**src/rtl/mac_unit_pkg.sv**
```systemverilog
// mac_unit_pkg: shared constants and types for the N-lane dot-product engine.
//   MAC_WI : default weight/activation element width
//   MAC_N  : default lane count (power of two, >= 2)
//   MAC_WN : adder-tree depth, log2(MAC_N)
//   MAC_PW : signed lane-product width, 2*(MAC_WI+1)
//   MAC_WO : signed result width, MAC_PW + MAC_WN
package mac_unit_pkg;

    localparam int MAC_WI = 8;
    localparam int MAC_N  = 16;
    localparam int MAC_WN = $clog2(MAC_N);
    localparam int MAC_PW = 2 * (MAC_WI + 1);
    localparam int MAC_WO = MAC_PW + MAC_WN;

    typedef logic signed [MAC_PW-1:0] mac_prod_t;
    typedef logic signed [MAC_WO-1:0] mac_acc_t;

endpackage

```
**src/rtl/mac_adder_tree.sv**
```systemverilog
// mac_adder_tree: registered binary reduction of N signed PW-bit inputs into
// one WO-bit sum, one tree level per clock, valid carried alongside.
// Ports:
//   clk     : clock
//   rst     : asynchronous active-high reset, clears all sums and valids
//   i_vld   : input beat valid
//   i_data  : N packed signed PW-bit operands, lane k at [k*PW +: PW]
//   o_sum   : signed WO-bit sum, valid when o_vld is high
//   o_vld   : valid of o_sum
module mac_adder_tree
    import mac_unit_pkg::*;
#(
    parameter int N  = MAC_N,
    parameter int PW = MAC_PW,
    parameter int WO = MAC_WO,
    localparam int WN = $clog2(N)
)(
    input  logic                 clk,
    input  logic                 rst,
    input  logic                 i_vld,
    input  logic [N*PW-1:0]      i_data,
    output logic signed [WO-1:0] o_sum,
    output logic                 o_vld
);

    // Heap layout: node 1 is the root, node i sums nodes 2i and 2i+1.
    // Indices N..2N-1 are the leaves (the inputs), 1..N-1 are registers.
    logic signed [WO-1:0] r_node [1:N-1];
    logic signed [WO-1:0] w_kid  [2:2*N-1];
    logic [WN-1:0]        r_vld;
    logic [WN:0]          w_vld;

    // w_vld[l] is the valid of the operands feeding tree level l+1.
    assign w_vld = {r_vld, i_vld};

    // Level of node i counted from the leaves: root sits at level WN.
    function automatic int node_lvl(input int i);
        int l;
        l = WN;
        for (int k = i; k > 1; k = k >> 1) begin
            l = l - 1;
        end
        return l;
    endfunction

    always_comb begin
        for (int c = 2; c < 2 * N; c++) begin
            if (c >= N) begin
                w_kid[c] = {{(WO-PW){i_data[(c-N)*PW + PW - 1]}}, i_data[(c-N)*PW +: PW]};
            end else begin
                w_kid[c] = r_node[c];
            end
        end
    end

    // Each level only loads when the beat below it is valid, so idle cycles
    // leave every partial sum untouched.
    always_ff @(posedge clk or posedge rst) begin
        if (rst) begin
            r_vld <= '0;
            for (int i = 1; i < N; i++) begin
                r_node[i] <= '0;
            end
        end else begin
            r_vld <= w_vld[WN-1:0];
            for (int i = 1; i < N; i++) begin
                if (w_vld[node_lvl(i) - 1]) begin
                    r_node[i] <= w_kid[2*i] + w_kid[2*i+1];
                end
            end
        end
    end

    assign o_sum = r_node[1];
    assign o_vld = w_vld[WN];

endmodule

```
**src/rtl/mac_unit.sv**
```systemverilog
// mac_unit: pipelined N-lane dot product. Each valid beat multiplies signed
// weights by unsigned activations lane-wise and sums all products exactly.
// Latency is 1+WN cycles from the sampling edge, one beat per clock.
// Ports:
//   clk   : clock
//   rstn  : asynchronous reset, active HIGH despite the name
//   vld_i : beat valid; win/din sampled when high
//   win   : N packed signed WI-bit weights, lane k at [k*WI +: WI]
//   din   : N packed unsigned WI-bit activations, lane k at [k*WI +: WI]
//   acc_o : signed WO-bit dot product, held between results
//   vld_o : one-cycle pulse per accepted beat
module mac_unit
    import mac_unit_pkg::*;
#(
    parameter int WI = MAC_WI,
    parameter int N  = MAC_N,
    localparam int WN = $clog2(N),
    localparam int PW = 2 * (WI + 1),
    localparam int WO = PW + WN
)(
    input  logic                 clk,
    input  logic                 rstn,
    input  logic                 vld_i,
    input  logic [N*WI-1:0]      win,
    input  logic [N*WI-1:0]      din,
    output logic signed [WO-1:0] acc_o,
    output logic                 vld_o
);

    function automatic logic signed [WI:0] ext_w(input logic [WI-1:0] v);
        return {v[WI-1], v};
    endfunction

    function automatic logic signed [WI:0] ext_d(input logic [WI-1:0] v);
        return {1'b0, v};
    endfunction

    logic [N*PW-1:0]      w_prod;
    logic [N*PW-1:0]      r_prod_p0;
    logic                 r_vld_p0;
    logic signed [WO-1:0] w_tree_sum;
    logic                 w_tree_vld;
    logic signed [WO-1:0] r_acc;
    logic                 r_vld_out;

    // Both operands are WI+1 signed, so the PW-wide product is exact.
    always_comb begin
        logic signed [PW-1:0] v_p;
        w_prod = '0;
        v_p    = '0;
        for (int k = 0; k < N; k++) begin
            v_p = ext_w(win[k*WI +: WI]) * ext_d(din[k*WI +: WI]);
            w_prod[k*PW +: PW] = v_p;
        end
    end

    // ---- stage 0: lane products ----
    always_ff @(posedge clk or posedge rstn) begin
        if (rstn) begin
            r_vld_p0  <= 1'b0;
            r_prod_p0 <= '0;
        end else begin
            r_vld_p0 <= vld_i;
            if (vld_i) begin
                r_prod_p0 <= w_prod;
            end
        end
    end

    // ---- stages 1..WN: adder tree ----
    mac_adder_tree #(
        .N  (N),
        .PW (PW),
        .WO (WO)
    ) u_tree (
        .clk    (clk),
        .rst    (rstn),
        .i_vld  (r_vld_p0),
        .i_data (r_prod_p0),
        .o_sum  (w_tree_sum),
        .o_vld  (w_tree_vld)
    );

    // ---- output register: holds the last result while idle ----
    always_ff @(posedge clk or posedge rstn) begin
        if (rstn) begin
            r_vld_out <= 1'b0;
            r_acc     <= '0;
        end else begin
            r_vld_out <= w_tree_vld;
            if (w_tree_vld) begin
                r_acc <= w_tree_sum;
            end
        end
    end

    assign acc_o = r_acc;
    assign vld_o = r_vld_out;

endmodule

```
**config.mk**
```make
export PLATFORM = sky130hd
export DESIGN_NAME = mac_unit
export DESIGN_NICKNAME = d
export VERILOG_FILES = /design/src/rtl/mac_unit_pkg.sv /design/src/rtl/mac_adder_tree.sv /design/src/rtl/mac_unit.sv
export SDC_FILE = /design/constraint.sdc
export NUM_CORES = 2
export LEC_CHECK = 0
export ABC_CLOCK_PERIOD_IN_PS = 15600
export CAP_MARGIN = 20
export CORE_ASPECT_RATIO = 1.4
export CORE_MARGIN = 8
export CORE_UTILIZATION = 40
export DETAILED_ROUTE_END_ITERATION = 8
export SLEW_MARGIN = 20
export SYNTH_ARGS = -nofsm -noshare
export SYNTH_HDL_FRONTEND = slang
export SYNTH_HIERARCHICAL = 1
export SYNTH_SLANG_ARGS = --single-unit
```
**constraint.sdc**
```tcl
create_clock -name clk -period 15.6 [get_ports clk]
set_input_delay 2.34 -clock clk [delete_from_list [all_inputs] [get_ports clk]]
set_output_delay 2.34 -clock clk [all_outputs]
set_load 0.01 [all_outputs]
```
==> run summary <==
largest net degree at the start of global routing - 117
Slew Limit Fails - 0
Placement Cell Area - 74800 µm²
Leakage Power - 37.2 nW
Slew HR - 0.280
#FFs+latches synth - 606
WL/cell - 16.5 µm
top cells by area, synth - dfrtp_1 22%, fa_1 17%, ha_1 17%
multi-input combinational cell area - 49900 µm²
Post-synth ARST share - 1.00
Site Rows - 181
count of input and output buffers - 281
die height - 510 µm
# Post-CTS Setup Buffers - 0
yosys warns - 6
Final Critical Period - 6.25 ns
mapped cell area - 69600 µm²
Fillers - 16730
Global Route Usage Sum - 0.175
DRT antenna net count - 0
first-pass GRT wire length - 275000 µm
fmax - 160 MHz
element type at the critical path end - register
P&R area growth vs syn - 11.2%
Hold Buf Count CTS - 0
HP Class - register to register
Post-synth EDFFs - 0
Setup-failing EPs final - 0
clk_lat worst skew - 0.65 ns
status - finished, final reports clean
area leader, netlist - dfrtp_1
H-tree Lvls - 3
Startpoint Class - input pin
Avg Cell Area, Syn - 9.55 µm²
max cap viols - 0
Die Area - 188000 µm²
main flop type after synthesis - dfrtp_1
top cell type's share of synthesized area - 0.218
Fin Hold WS - 0.489 ns
final worst-path cycle share - 0.401
Final Skew - 0.0220 ns
RSZ-0062 raised after global routing - false
crit-path max FO - 6
CP arrival - 6.78 ns
# clock sinks - 606
Reg area - 15200 µm²
final net count - 9378
post-route cell area - 77300 µm²
HPWL after detailed placement - 134000 µm
Final Hold Vio Count - 0
vias in the first global route - 53727
clk slew on worst S/H paths - 0.06 ns
Initial Utilization - 0.402
Vias/cell - 5.13
library cells used by synthesis - 80
worst vdd ir - 89.2 µV
Power Dens Cells - 184 nW/µm²
antenna violations before repair - 9
Seq/Total Area, Yosys - 0.218
Mapped Nets - 9126
CTS tree - yes
setup TNS - 0 ns
die width - 369 µm
Tightest Pin Transition - 1.08 ns
DRT Wirelength - 163000 µm
vias - 50703
Synth Instances - 7289
gr ovfl total - 0
share of post-route cells with drive strength above 1 - 0.0822
RePlAce Congestion - 0.861
drt drc - 0
number of detailed-route iterations in the first pass - 5
DRT iter0 DRCs - 2016
Top Ports - 282
Design Power - 14.2 mW
clock buffer depth - 3
WS Path Type - input pin to register
CTS Root Cell - clkbuf_16
Resize count post-CTS - 0
TritonCTS buffer count - 73
Critical Path RT - 16.13 ns
Core Region - 173000 µm²
==> per-layer routing <==
layer	track usage	part of all wire	wire [µm]
met5	0	0.00021	34
met3	0.0200	0.030	4870
met1	0.222	0.44	72400
met4	0.0421	0.021	3420
met2	0.317	0.51	82600
==> cells in the final DEF, fill, tap and decap left out, types with 10 or more instances in the layout <==
cell	n
clkinv_2	11
dfrtp_1	604
o21ai_1	10
nand4_1	16
a211oi_2	19
nor2b_1	68
xor2_1	69
o21bai_1	24
o21a_1	50
a31oi_1	61
buf_4	15
clkbuf_8	14
xnor2_1	296
a21boi_0	15
mux2_2	421
and2_1	640
nor3_1	67
o2bb2ai_1	17
inv_1	1041
clkdlybuf4s50_1	280
or3_1	26
o211ai_1	72
ha_1	971
a211oi_1	27
fa_1	607
and3_1	44
nand3b_1	10
nand2b_1	98
a21o_1	125
a31o_2	18
a21oi_1	413
o2111ai_1	25
nand3_1	70
nand2_1	567
o21ai_0	217
o31ai_1	38
clkbuf_16	75
nor2_1	294
==> cells in the mapped netlist, types with 69 or more instances <==
library cell	count
a21o_1	125
a21oi_1	413
and2_1	640
dfrtp_1	606
fa_1	607
ha_1	971
inv_1	1044
mux2_2	421
nand2_1	567
nand2b_1	98
nand3_1	70
nor2_1	294
o211ai_1	72
o21ai_0	217
xnor2_1	296
xor2_1	69
==> report_power, final <==
group,switching (mW),total (mW),internal (mW)
Clock,0.701,1.77,1.07
Combinational,5.11,9.50,4.39
Sequential,0.592,2.93,2.34
Total,6.40,14.2,7.80
==> final timing paths <==
check                                                from                             end  slack, ns  cells past startpoint
setup / recovery                                  win[71]      r_prod_p0[159]$_DFFE_PP0P_       9.35                     15
hold / removal             u_tree/r_node[217]$_DFFE_PP0P_  u_tree/r_node[217]$_DFFE_PP0P_       0.49                      1
setup reg to reg           u_tree/r_node[264]$_DFFE_PP0P_    u_tree/o_sum[20]$_DFFE_PP0P_      12.33                     12
hold reg to reg            u_tree/r_node[217]$_DFFE_PP0P_  u_tree/r_node[217]$_DFFE_PP0P_       0.49                      1
max in group asynchronous                            rstn  u_tree/r_node[142]$_DFFE_PP0P_      11.11                      4
min in group asynchronous                            rstn       u_tree/r_vld[3]$_DFF_PP0_       2.41                      2
==> sequential cells by signal, indices dropped and copies added (netlist names) <==
name           count
u_tree/r_node    284
r_prod_p0        272
acc_o             22
u_tree/o_sum      22
u_tree/r_vld       4
r_vld_p0           1
vld_o              1
==> cell type report <==
cell class / instances / share of cell area
multi-input combinational: 5518 / 0.645
clock buffer: 97 / 0.0271
sequential: 606 / 0.196
inverter: 1045 / 0.0509
antenna: 4 / 0.000129
timing repair buffer: 297 / 0.0380
clock inverter: 31 / 0.00518
tap: 2287 / 0.0370
==> logic make-up after synthesis <==
logic type      Yosys count  share of synthesized area
xor+xnor                365                     0.0459
simple gates           1931                      0.141
compound gates         1220                      0.113
flops                   606                      0.218
buf+inv                1165                     0.0647
fa+ha+maj              1578                      0.349
mux                     424                     0.0686
==> per-stage QoR <==
step	utilization	cells	setup slack (ns)
floorplan	-	7289	4.69
global placement	0.432	9753	8.73
detailed placement	0.432	9753	8.71
CTS	0.446	9881	9.41
global route	0.446	9881	9.08
finish	0.446	9885	9.35
==> critical path, cell delays in order <==
cell and delay [ns]:
clkdlybuf4s50_1 0.64, inv_1 0.21, fa_1 0.53, fa_1 0.51
inv_1 0.05, fa_1 0.53, inv_1 0.05, fa_1 0.48
inv_1 0.04, ha_1 0.34, o211ai_1 0.13, o211ai_1 0.35
a31oi_1 0.17, xnor2_1 0.15, mux2_2 0.26
No activity file was read; power rests on OpenSTA's default activity.
